**src/rtl/traffic_pkg.sv**
```systemverilog
// Shared encodings for the intersection controller: operating modes,
// legacy manual lamp commands and the FSM state set.
package traffic_pkg;

    localparam logic [1:0] MODE_AUTO   = 2'd0;
    localparam logic [1:0] MODE_FLASH  = 2'd1;
    localparam logic [1:0] MODE_HOLD   = 2'd2;
    localparam logic [1:0] MODE_MANUAL = 2'd3;

    localparam logic [1:0] CMD_RED    = 2'd0;
    localparam logic [1:0] CMD_YELLOW = 2'd1;
    localparam logic [1:0] CMD_GREEN  = 2'd2;

    typedef enum logic [2:0] {
        ST_ALLRED = 3'd0,
        ST_GREEN  = 3'd1,
        ST_YELLOW = 3'd2,
        ST_FLASH  = 3'd3,
        ST_HOLD   = 3'd4,
        ST_MANUAL = 3'd5
    } state_t;

    function automatic int max2(input int a, input int b);
        return (a > b) ? a : b;
    endfunction

endpackage

```
**src/rtl/rr_next_dir.sv**
```systemverilog
// Round-robin search for the next approach with demand, starting just after
// the approach that currently holds green; the active approach is never chosen.
module rr_next_dir #(
    parameter int NUM_DIR = 4
) (
    input  logic [NUM_DIR-1:0]         demand,
    input  logic [$clog2(NUM_DIR)-1:0] active_dir,
    output logic                       found,
    output logic [$clog2(NUM_DIR)-1:0] next_dir
);

    localparam int DW = $clog2(NUM_DIR);

    logic [DW-1:0] idx;

    always_comb begin
        found    = 1'b0;
        next_dir = active_dir;
        idx      = '0;
        for (int i = 1; i < NUM_DIR; i++) begin
            idx = DW'((int'(active_dir) + i) % NUM_DIR);
            if (!found && demand[idx]) begin
                found    = 1'b1;
                next_dir = idx;
            end
        end
    end

endmodule

```
**src/rtl/traffic_light_ctrl.sv**
```systemverilog
// Timed intersection controller: round-robin green with yellow and all-red
// clearance, plus flashing-yellow, all-red hold and manual lamp modes.
module traffic_light_ctrl
    import traffic_pkg::*;
#(
    parameter int NUM_DIR    = 4,
    parameter int GREEN_CYC  = 8,
    parameter int YELLOW_CYC = 3,
    parameter int ALLRED_CYC = 2,
    parameter int FLASH_HALF = 4
) (
    input  logic                       clk,
    input  logic                       reset,
    input  logic [1:0]                 mode,
    input  logic [NUM_DIR-1:0]         demand,
    input  logic [$clog2(NUM_DIR)-1:0] man_sel,
    input  logic [1:0]                 man_cmd,
    output logic [NUM_DIR-1:0]         red,
    output logic [NUM_DIR-1:0]         yellow,
    output logic [NUM_DIR-1:0]         green,
    output logic [$clog2(NUM_DIR)-1:0] active_dir,
    output logic [2:0]                 state_o
);

    localparam int DW   = $clog2(NUM_DIR);
    localparam int TMAX = max2(max2(GREEN_CYC, YELLOW_CYC), max2(ALLRED_CYC, FLASH_HALF));
    localparam int TW   = $clog2(TMAX + 1);

    state_t        state, state_nxt;
    logic [TW-1:0] timer, timer_nxt;
    logic [DW-1:0] next_dir, next_dir_nxt, active_nxt;
    logic          flash_on, flash_nxt;
    logic          expired;
    logic          found;
    logic [DW-1:0] rr_dir;
    logic [NUM_DIR-1:0] red_nxt, yellow_nxt, green_nxt;

    rr_next_dir #(.NUM_DIR(NUM_DIR)) u_rr (
        .demand     (demand),
        .active_dir (active_dir),
        .found      (found),
        .next_dir   (rr_dir)
    );

    // Timer parks at 1 so a green past its minimum keeps re-checking demand.
    assign expired = (timer == TW'(1));
    assign state_o = state;

    always_comb begin
        state_nxt    = state;
        timer_nxt    = (timer > TW'(1)) ? timer - TW'(1) : timer;
        active_nxt   = active_dir;
        next_dir_nxt = next_dir;
        flash_nxt    = flash_on;
        case (state)
            ST_ALLRED: begin
                if (expired) begin
                    if (mode == MODE_AUTO) begin
                        state_nxt  = ST_GREEN;
                        timer_nxt  = TW'(GREEN_CYC);
                        active_nxt = next_dir;
                    end else if (mode == MODE_FLASH) begin
                        state_nxt = ST_FLASH;
                        timer_nxt = TW'(FLASH_HALF);
                        flash_nxt = 1'b1;
                    end else if (mode == MODE_HOLD) begin
                        state_nxt = ST_HOLD;
                    end else begin
                        state_nxt = ST_MANUAL;
                    end
                end
            end
            ST_GREEN: begin
                if (expired && found) next_dir_nxt = rr_dir;
                if (mode != MODE_AUTO || (expired && found)) begin
                    state_nxt = ST_YELLOW;
                    timer_nxt = TW'(YELLOW_CYC);
                end
            end
            ST_YELLOW: begin
                if (expired) begin
                    state_nxt = ST_ALLRED;
                    timer_nxt = TW'(ALLRED_CYC);
                end
            end
            ST_FLASH: begin
                if (mode != MODE_FLASH) begin
                    state_nxt = ST_ALLRED;
                    timer_nxt = TW'(ALLRED_CYC);
                end else if (expired) begin
                    flash_nxt = !flash_on;
                    timer_nxt = TW'(FLASH_HALF);
                end
            end
            ST_HOLD: begin
                if (mode != MODE_HOLD) begin
                    state_nxt = ST_ALLRED;
                    timer_nxt = TW'(ALLRED_CYC);
                end
            end
            ST_MANUAL: begin
                if (mode != MODE_MANUAL) begin
                    state_nxt = ST_ALLRED;
                    timer_nxt = TW'(ALLRED_CYC);
                end
            end
            default: begin
                state_nxt = ST_ALLRED;
                timer_nxt = TW'(ALLRED_CYC);
            end
        endcase
    end

    // Lamps are decoded from the next state so they change with the state register.
    always_comb begin
        red_nxt    = '1;
        yellow_nxt = '0;
        green_nxt  = '0;
        case (state_nxt)
            ST_GREEN: begin
                red_nxt[active_nxt]   = 1'b0;
                green_nxt[active_nxt] = 1'b1;
            end
            ST_YELLOW: begin
                red_nxt[active_nxt]    = 1'b0;
                yellow_nxt[active_nxt] = 1'b1;
            end
            ST_FLASH: begin
                red_nxt    = '0;
                yellow_nxt = {NUM_DIR{flash_nxt}};
            end
            ST_MANUAL: begin
                if (int'(man_sel) < NUM_DIR) begin
                    if (man_cmd == CMD_YELLOW) begin
                        red_nxt[man_sel]    = 1'b0;
                        yellow_nxt[man_sel] = 1'b1;
                    end else if (man_cmd >= CMD_GREEN) begin
                        red_nxt[man_sel]   = 1'b0;
                        green_nxt[man_sel] = 1'b1;
                    end else if (man_cmd == CMD_RED) begin
                        red_nxt[man_sel] = 1'b1;
                    end
                end
            end
            default: ;
        endcase
    end

    always_ff @(posedge clk) begin
        if (reset) begin
            state      <= ST_ALLRED;
            timer      <= TW'(ALLRED_CYC);
            active_dir <= '0;
            next_dir   <= '0;
            flash_on   <= 1'b0;
            red        <= '1;
            yellow     <= '0;
            green      <= '0;
        end else begin
            state      <= state_nxt;
            timer      <= timer_nxt;
            active_dir <= active_nxt;
            next_dir   <= next_dir_nxt;
            flash_on   <= flash_nxt;
            red        <= red_nxt;
            yellow     <= yellow_nxt;
            green      <= green_nxt;
        end
    end

endmodule

```
**config.mk**
```make
export PLATFORM = sky130hd
export DESIGN_NAME = traffic_light_ctrl
export DESIGN_NICKNAME = d
export VERILOG_FILES = /design/src/rtl/traffic_pkg.sv /design/src/rtl/rr_next_dir.sv /design/src/rtl/traffic_light_ctrl.sv
export SDC_FILE = /design/constraint.sdc
export NUM_CORES = 1
export LEC_CHECK = 0
export ABC_CLOCK_PERIOD_IN_PS = 3000
export BUFFER_PORTS_ARGS = -buffer_cell sky130_fd_sc_hd__buf_4
export CAP_MARGIN = 15
export CORE_ASPECT_RATIO = 1.1
export CORE_MARGIN = 2
export CORE_UTILIZATION = 50
export DETAILED_ROUTE_END_ITERATION = 12
export PLACE_DENSITY_LB_ADDON = 0.2
export SLEW_MARGIN = 20
export SYNTH_ARGS = -nofsm -noshare
export SYNTH_HDL_FRONTEND = slang
export SYNTH_SLANG_ARGS = --single-unit
```
**constraint.sdc**
```tcl
create_clock -name clk -period 3 [get_ports clk]
set_clock_uncertainty 0.2 [all_clocks]
set_input_delay 0.45 -clock clk [delete_from_list [all_inputs] [get_ports clk]]
set_output_delay 0.45 -clock clk [all_outputs]
set_load 0.01 [all_outputs]
```
==> flow_metrics.tcl, run 1 <==
set metrics [dict create \
    status "finished, violations left" \
    violations_in_the_final_reports "design-rule violations" \
    horiz_die_dim_microns 58.7 \
    signed_area_change_from_the_synthesized_netlist_to_the_final_layout_pct 20.9 \
    seq_area_sq_um 480 \
    route.final.wire_length_mm 3.90 \
    grt_max_degree 19 \
    ctsResizeCount 0 \
    final_period_util_pct 92.8 \
    grt_util_all_layers_pct 21.3 \
    clock_tree_from_tritoncts "yes" \
    number_of_ports_placed_on_the_die_boundary 29 \
    synth_flop_cell "sky130_fd_sc_hd__dfxtp_1" \
    drv.max_cap_violation_count 0 \
    required_ns 3.06 \
    powerDensity_nw_per_um2 571 \
    number_of_buffers_added_by_the_clock_tree_synthesis_step 3 \
    fraction_of_final_layout_cells_sized_beyond_drive_strength_1_pct 21.4 \
    p_total_mw 1.14 \
    worst_setup_path_end_kind "flop" \
    insertedDiodeCount 0 \
    viasPerCell 6.09 \
    layout_min_cycle_time_ns 2.78 \
    finalHoldViolations 0 \
    num-fill-cells 290 \
    core-area_sq_um 3100 \
    min-delay-path-class "primary input to flop" \
    cts.htree.levels 1 \
    final_global_route_overflow_total 0 \
    grt_antenna_before_repair 0 \
    postCtsSetupBuffers 0 \
    floorplan.die.height_microns 64.1 \
    synthCells 216 \
    fin_nets 263 \
    mostFrequentLayoutCell "sky130_fd_sc_hd__buf_4" \
    ant_nets 0 \
    path_class "flop to flop" \
    syn_nets 230 \
    drt_iter0_drc 156 \
    vdd.ir_drop.worst_mv 0.297 \
    startpoint_type "flop" \
    yosys.cell_types.count 50 \
    routed-via-count 1716 \
    place.gp.congestion 0.858 \
    holdBufCountCts 0 \
    sinks_on_clock_net 24 \
    synth_seq_area_share_pct 29.2 \
    synthArstFlopShare_pct 0 \
    synth-edff-count 0 \
    maxClockFrequency_mhz 359 \
    hpwl_mm 2.90 \
    synth_area_sq_um 1640 \
    clk_path_buf_depth 2 \
    finalSetupViolations 0 \
    clock_latency_ns 0.32 \
    drv_slew 0 \
    die_area_sq_um 3760 \
    max_slew.worst_pin.slew_ns 0.651 \
    maximum_fanout_count_along_the_critical_path 9 \
    initial_core_util_pct 53.0 \
    finalSetupTns_ns 0 \
    leakage_nw 0.799 \
    cts-root-buf "sky130_fd_sc_hd__clkbuf_4" \
    worst_slew_margin_rel_pct 56.1 \
    remaining_drc_errors 1 \
    syn_area_per_cell_sq_um 7.61 \
    post-route-util_pct 64.1 \
    mostFrequentLayoutCells "sky130_fd_sc_hd__buf_4 (42), sky130_fd_sc_hd__nor2_1 (24), sky130_fd_sc_hd__dfxtp_1 (24)" \
    hold_ws_ns 0.217 \
    std_cell_rows 21 \
    detail_route.first_pass.iterations 8 \
    grt_pass1_vias 1470 \
    ys_warn_count 0 \
    multi_input_combinational_cell_area_sq_um 1110 \
    rsz_0062_raised_after_global_routing "no" \
    critPathArrivalTime_ns 2.84 \
    grt_pass1_wl_mm 6.41 \
    cts.clk_slew.worst_paths_ns 0.13 \
    synth_seq_cells 24 \
    avgRoutedWirePerCell_microns 13.8 \
    buffer_ports.inserted 28 \
]
## per-stage QoR
step / std cells / cell area, sq um / worst slack, ns
after floorplan: 216 / 1640 / 0.176
after global placement: 278 / 1950 / 0.0623
after detailed placement: 278 / 1950 / 0.0173
after CTS: 282 / 1980 / 0.0458
after global routing: 282 / 1990 / 0.0498
final: 282 / 1990 / 0.215
## flip-flops by register name, indices dropped and copies added, names as in the netlist
| name | count |
|---|---|
| timer | 4 |
| flash_on | 1 |
| state_o | 3 |
| green | 4 |
| next_dir | 2 |
| red | 4 |
| active_dir | 2 |
| yellow | 4 |
## area by class of cell
type	instances	share of cell area (%)
Inverter	2	0.378
Timing Repair Buffer	42	15.9
Clock buffer	4	1.83
Multi-Input combinational cell	176	55.6
Sequential cell	24	24.2
Tap cell	34	2.14
## power breakdown
group,switching [mW],internal (mW),total [mW],leakage (nW)
logic,0.307,0.258,0.565,0.583
registers,0.0372,0.360,0.398,0.195
clock network,0.0992,0.0743,0.173,0.0210
total,0.443,0.693,1.14,0.799
## critical path, cell delays in order, from the launching register on
cell	delay [ns]
sky130_fd_sc_hd__dfxtp_1	0.41
sky130_fd_sc_hd__ha_1	0.20
sky130_fd_sc_hd__or3b_4	0.44
sky130_fd_sc_hd__and2_0	0.17
sky130_fd_sc_hd__o31ai_1	0.32
sky130_fd_sc_hd__o21ai_0	0.34
sky130_fd_sc_hd__or3_1	0.49
sky130_fd_sc_hd__a21oi_1	0.14
## layer usage
metal,part of all wire [%],vias up,track usage (%)
li1,-,851,-
met1,45,806,29.2
met2,49,53,35.7
met3,5.0,6,2.02
met4,0.90,0,5.11
met5,0,-,0
## synth_stat cells (4+ instances only)
| master | number | area (sq um) |
|---|---|---|
| sky130_fd_sc_hd__nor2_1 | 24 | 90.1 |
| sky130_fd_sc_hd__clkbuf_1 | 12 | 45.0 |
| sky130_fd_sc_hd__a21o_1 | 7 | 52.6 |
| sky130_fd_sc_hd__a21oi_1 | 12 | 60.1 |
| sky130_fd_sc_hd__dfxtp_1 | 24 | 480 |
| sky130_fd_sc_hd__nand3_1 | 6 | 30.0 |
| sky130_fd_sc_hd__nand4_1 | 4 | 25.0 |
| sky130_fd_sc_hd__o21ai_0 | 11 | 55.1 |
| sky130_fd_sc_hd__nor2b_1 | 11 | 68.8 |
| sky130_fd_sc_hd__nor3_1 | 8 | 40.0 |
| sky130_fd_sc_hd__nand2_1 | 15 | 56.3 |
| sky130_fd_sc_hd__nand2b_1 | 11 | 68.8 |
| sky130_fd_sc_hd__a31oi_1 | 4 | 25.0 |
| sky130_fd_sc_hd__mux2i_1 | 9 | 90.1 |
| sky130_fd_sc_hd__nand3b_1 | 4 | 30.0 |
## final timing paths
| path | endpoint | cells past startpoint | start | slack (ns) |
|---|---|---|---|---|
| min | green[2] | 3 | man_cmd[1] | 0.22 |
| min reg2reg | next_dir[1] | 2 | next_dir[1] | 0.39 |
| max | green[1] | 7 | timer[0] | 0.22 |
| max reg2reg | green[1] | 7 | timer[0] | 0.22 |
## cells by family (layout without fill, tap and decap cells)
group / after synthesis / count (layout) / share of synthesized area [%]
muxes: 9 / 9 / 5.48
buffers and inverters: 16 / 48 / 3.73
and+or+nand+nor: 105 / 105 / 34.7
adders and majority gates: 2 / 2 / 1.52
DFF: 24 / 24 / 29.2
AOI/OAI and AO/OA: 57 / 57 / 23.7
xor gates and xnor gates: 3 / 3 / 1.60
Note: power is estimated with default switching activity, not from simulation.
==> run 2, diff against run 1 <==
==> constraint.sdc (replaced) <==
create_clock -name clk -period 3 [get_ports clk]
set_clock_uncertainty 0.2 [all_clocks]
set_input_delay 0.6 -clock clk [delete_from_list [all_inputs] [get_ports clk]]
set_output_delay 0.6 -clock clk [all_outputs]
set_load 0.01 [all_outputs]
==> run 2 against run 1 <==
Compared with the run above: the flow still finishes with violations (design-rule violations); power increased by 1.5%; count of clock-buffer cells in the layout did not move; die area is the same; register-to-register slack worse by 0.03 ns.
==> flow_metrics.tcl, run 2 (synthesis results as in run 1) <==
set metrics [dict create \
    horiz_die_dim_microns 58.7 \
    seq_area_sq_um 480 \
    place.gp.congestion 0.892 \
    powerDensity_nw_per_um2 563 \
    status "finished, violations left" \
    required_ns 3.00 \
    routed-via-count 1732 \
    critPathArrivalTime_ns 2.82 \
    worstReg2RegStart "timer[0]" \
    buffer_ports.inserted 28 \
    grt_antenna_before_repair 0 \
    whs_path_depth 3 \
    detail_route.first_pass.iterations 10 \
    clock_latency_ns 0.32 \
    mostFrequentLayoutCells "sky130_fd_sc_hd__buf_4 (49), sky130_fd_sc_hd__nor2_1 (24), sky130_fd_sc_hd__dfxtp_1 (24)" \
    critical_path.reg2reg.endpoint "yellow[1]" \
    hold_ws_ns 0.369 \
    finalHoldViolations 0 \
    grt_pass1_wl_mm 6.89 \
    num-fill-cells 275 \
    leakage_nw 0.833 \
    number_of_buffers_added_by_the_clock_tree_synthesis_step 3 \
    grt_max_degree 20 \
    insertedDiodeCount 0 \
    core-area_sq_um 3100 \
    worst_setup_path_end_kind "flop" \
    mostFrequentLayoutCell "sky130_fd_sc_hd__buf_4" \
    ant_nets 0 \
    initial_core_util_pct 53.0 \
    remaining_drc_errors 1 \
    vdd.ir_drop.worst_mv 0.274 \
    grt_util_all_layers_pct 22.7 \
    hpwl_mm 3.01 \
    setup.reg_to_reg.worst_slack_ns 0.19 \
    startpoint_type "flop" \
    postCtsSetupBuffers 0 \
    clk_path_buf_depth 2 \
    avgRoutedWirePerCell_microns 14.1 \
    clock_tree_from_tritoncts "yes" \
    violations_in_the_final_reports "design-rule violations" \
    cts.htree.levels 1 \
    finalSetupViolations 0 \
    multi_input_combinational_cell_area_sq_um 1110 \
    drt_iter0_drc 129 \
    min-delay-path-class "primary input to flop" \
    timing.critical_path.from "timer[0]" \
    cts-root-buf "sky130_fd_sc_hd__clkbuf_4" \
    rr_worst_depth 8 \
    fraction_of_final_layout_cells_sized_beyond_drive_strength_1_pct 23.9 \
    die_area_sq_um 3760 \
    path_class "flop to flop" \
    post-route-util_pct 66.0 \
    worst_setup_timing_slack_at_the_placement_stage_ns -0.0875 \
    sinks_on_clock_net 24 \
    final_period_util_pct 93.8 \
    layout_min_cycle_time_ns 2.81 \
    drv.max_cap_violation_count 0 \
    viasPerCell 5.99 \
    fin_nets 270 \
    route.final.wire_length_mm 4.07 \
    max_slew.worst_pin.slew_ns 0.608 \
    floorplan.die.height_microns 64.1 \
    cts.clk_slew.worst_paths_ns 0.13 \
    final_global_route_overflow_total 0 \
    std_cell_rows 21 \
    grt_pass1_vias 1596 \
    signed_area_change_from_the_synthesized_netlist_to_the_final_layout_pct 24.5 \
    holdBufCountCts 0 \
    layout_setup_ws_ns 0.186 \
    number_of_ports_placed_on_the_die_boundary 29 \
    maximum_fanout_count_along_the_critical_path 8 \
    maxClockFrequency_mhz 355 \
    timing.hold.worst_endpoint "green[1]" \
    drv_slew 0 \
    worst_slew_margin_rel_pct 59.0 \
    hp-start "man_cmd[1]" \
]
## run 2: power by group
part	internal, mW	leakage, nW	switching [mW]
logic	0.275	0.617	0.311
clock network	0.0743	0.0210	0.0984
registers	0.360	0.195	0.0333
total	0.710	0.833	0.443
## run 2: worst max path at each step
| stage | cells past startpoint | end | slack, ns |
|---|---|---|---|
| 2_1_floorplan | 6 | yellow[3] | 0.03 |
| 4_1_cts | 8 | yellow[0] | 0.07 |
| 3_5_place_dp | 7 | yellow[3] | -0.09 |
| 5_1_grt | 8 | yellow[1] | -0.01 |
| 6_report | 8 | yellow[1] | 0.19 |
| 3_3_place_gp | 7 | yellow[3] | -0.06 |
## run 2: layer usage
metal | track usage [%] | share of wire, % | vias to the layer above
met3 | 2.63 | 6.2 | 9
met5 | 0 | 0 | -
met2 | 39.6 | 48 | 64
met4 | 5.68 | 1.5 | 0
met1 | 29.5 | 44 | 790
li1 | - | - | 869
## run 2: cell type report
cell class,count,area share [%]
multi-input combinational,176,54.3
sequential,24,23.5
timing repair buffer,49,18.0
tap,34,2.08
clock buffer,4,1.77
inverter,2,0.367
## run 2: repair_timing
item,CTS,global route
endpoints found under the setup margin,0,4
endpoints found under the hold margin,0,0
resized for setup,0,3
## run 2: metrics by stage
step	std cells	power, mW	instance area [sq um]	TNS (ns)
floorplan	216	0.777	1640	0
global placement	285	0.969	2000	-0.0552
detailed placement	285	0.974	2000	-0.0875
CTS	289	1.15	2040	0
global route	289	1.25	2050	-0.00977
finish	289	1.15	2050	0
## run 2: worst max-delay path, stage by stage, from the launching register on
cell	delay (ns)
sky130_fd_sc_hd__dfxtp_1	0.42
sky130_fd_sc_hd__ha_1	0.21
sky130_fd_sc_hd__or3b_4	0.44
sky130_fd_sc_hd__or2_2	0.35
sky130_fd_sc_hd__nor3_1	0.26
sky130_fd_sc_hd__a2bb2oi_2	0.19
sky130_fd_sc_hd__o21ai_0	0.10
sky130_fd_sc_hd__buf_4	0.19
sky130_fd_sc_hd__a2111oi_0	0.34
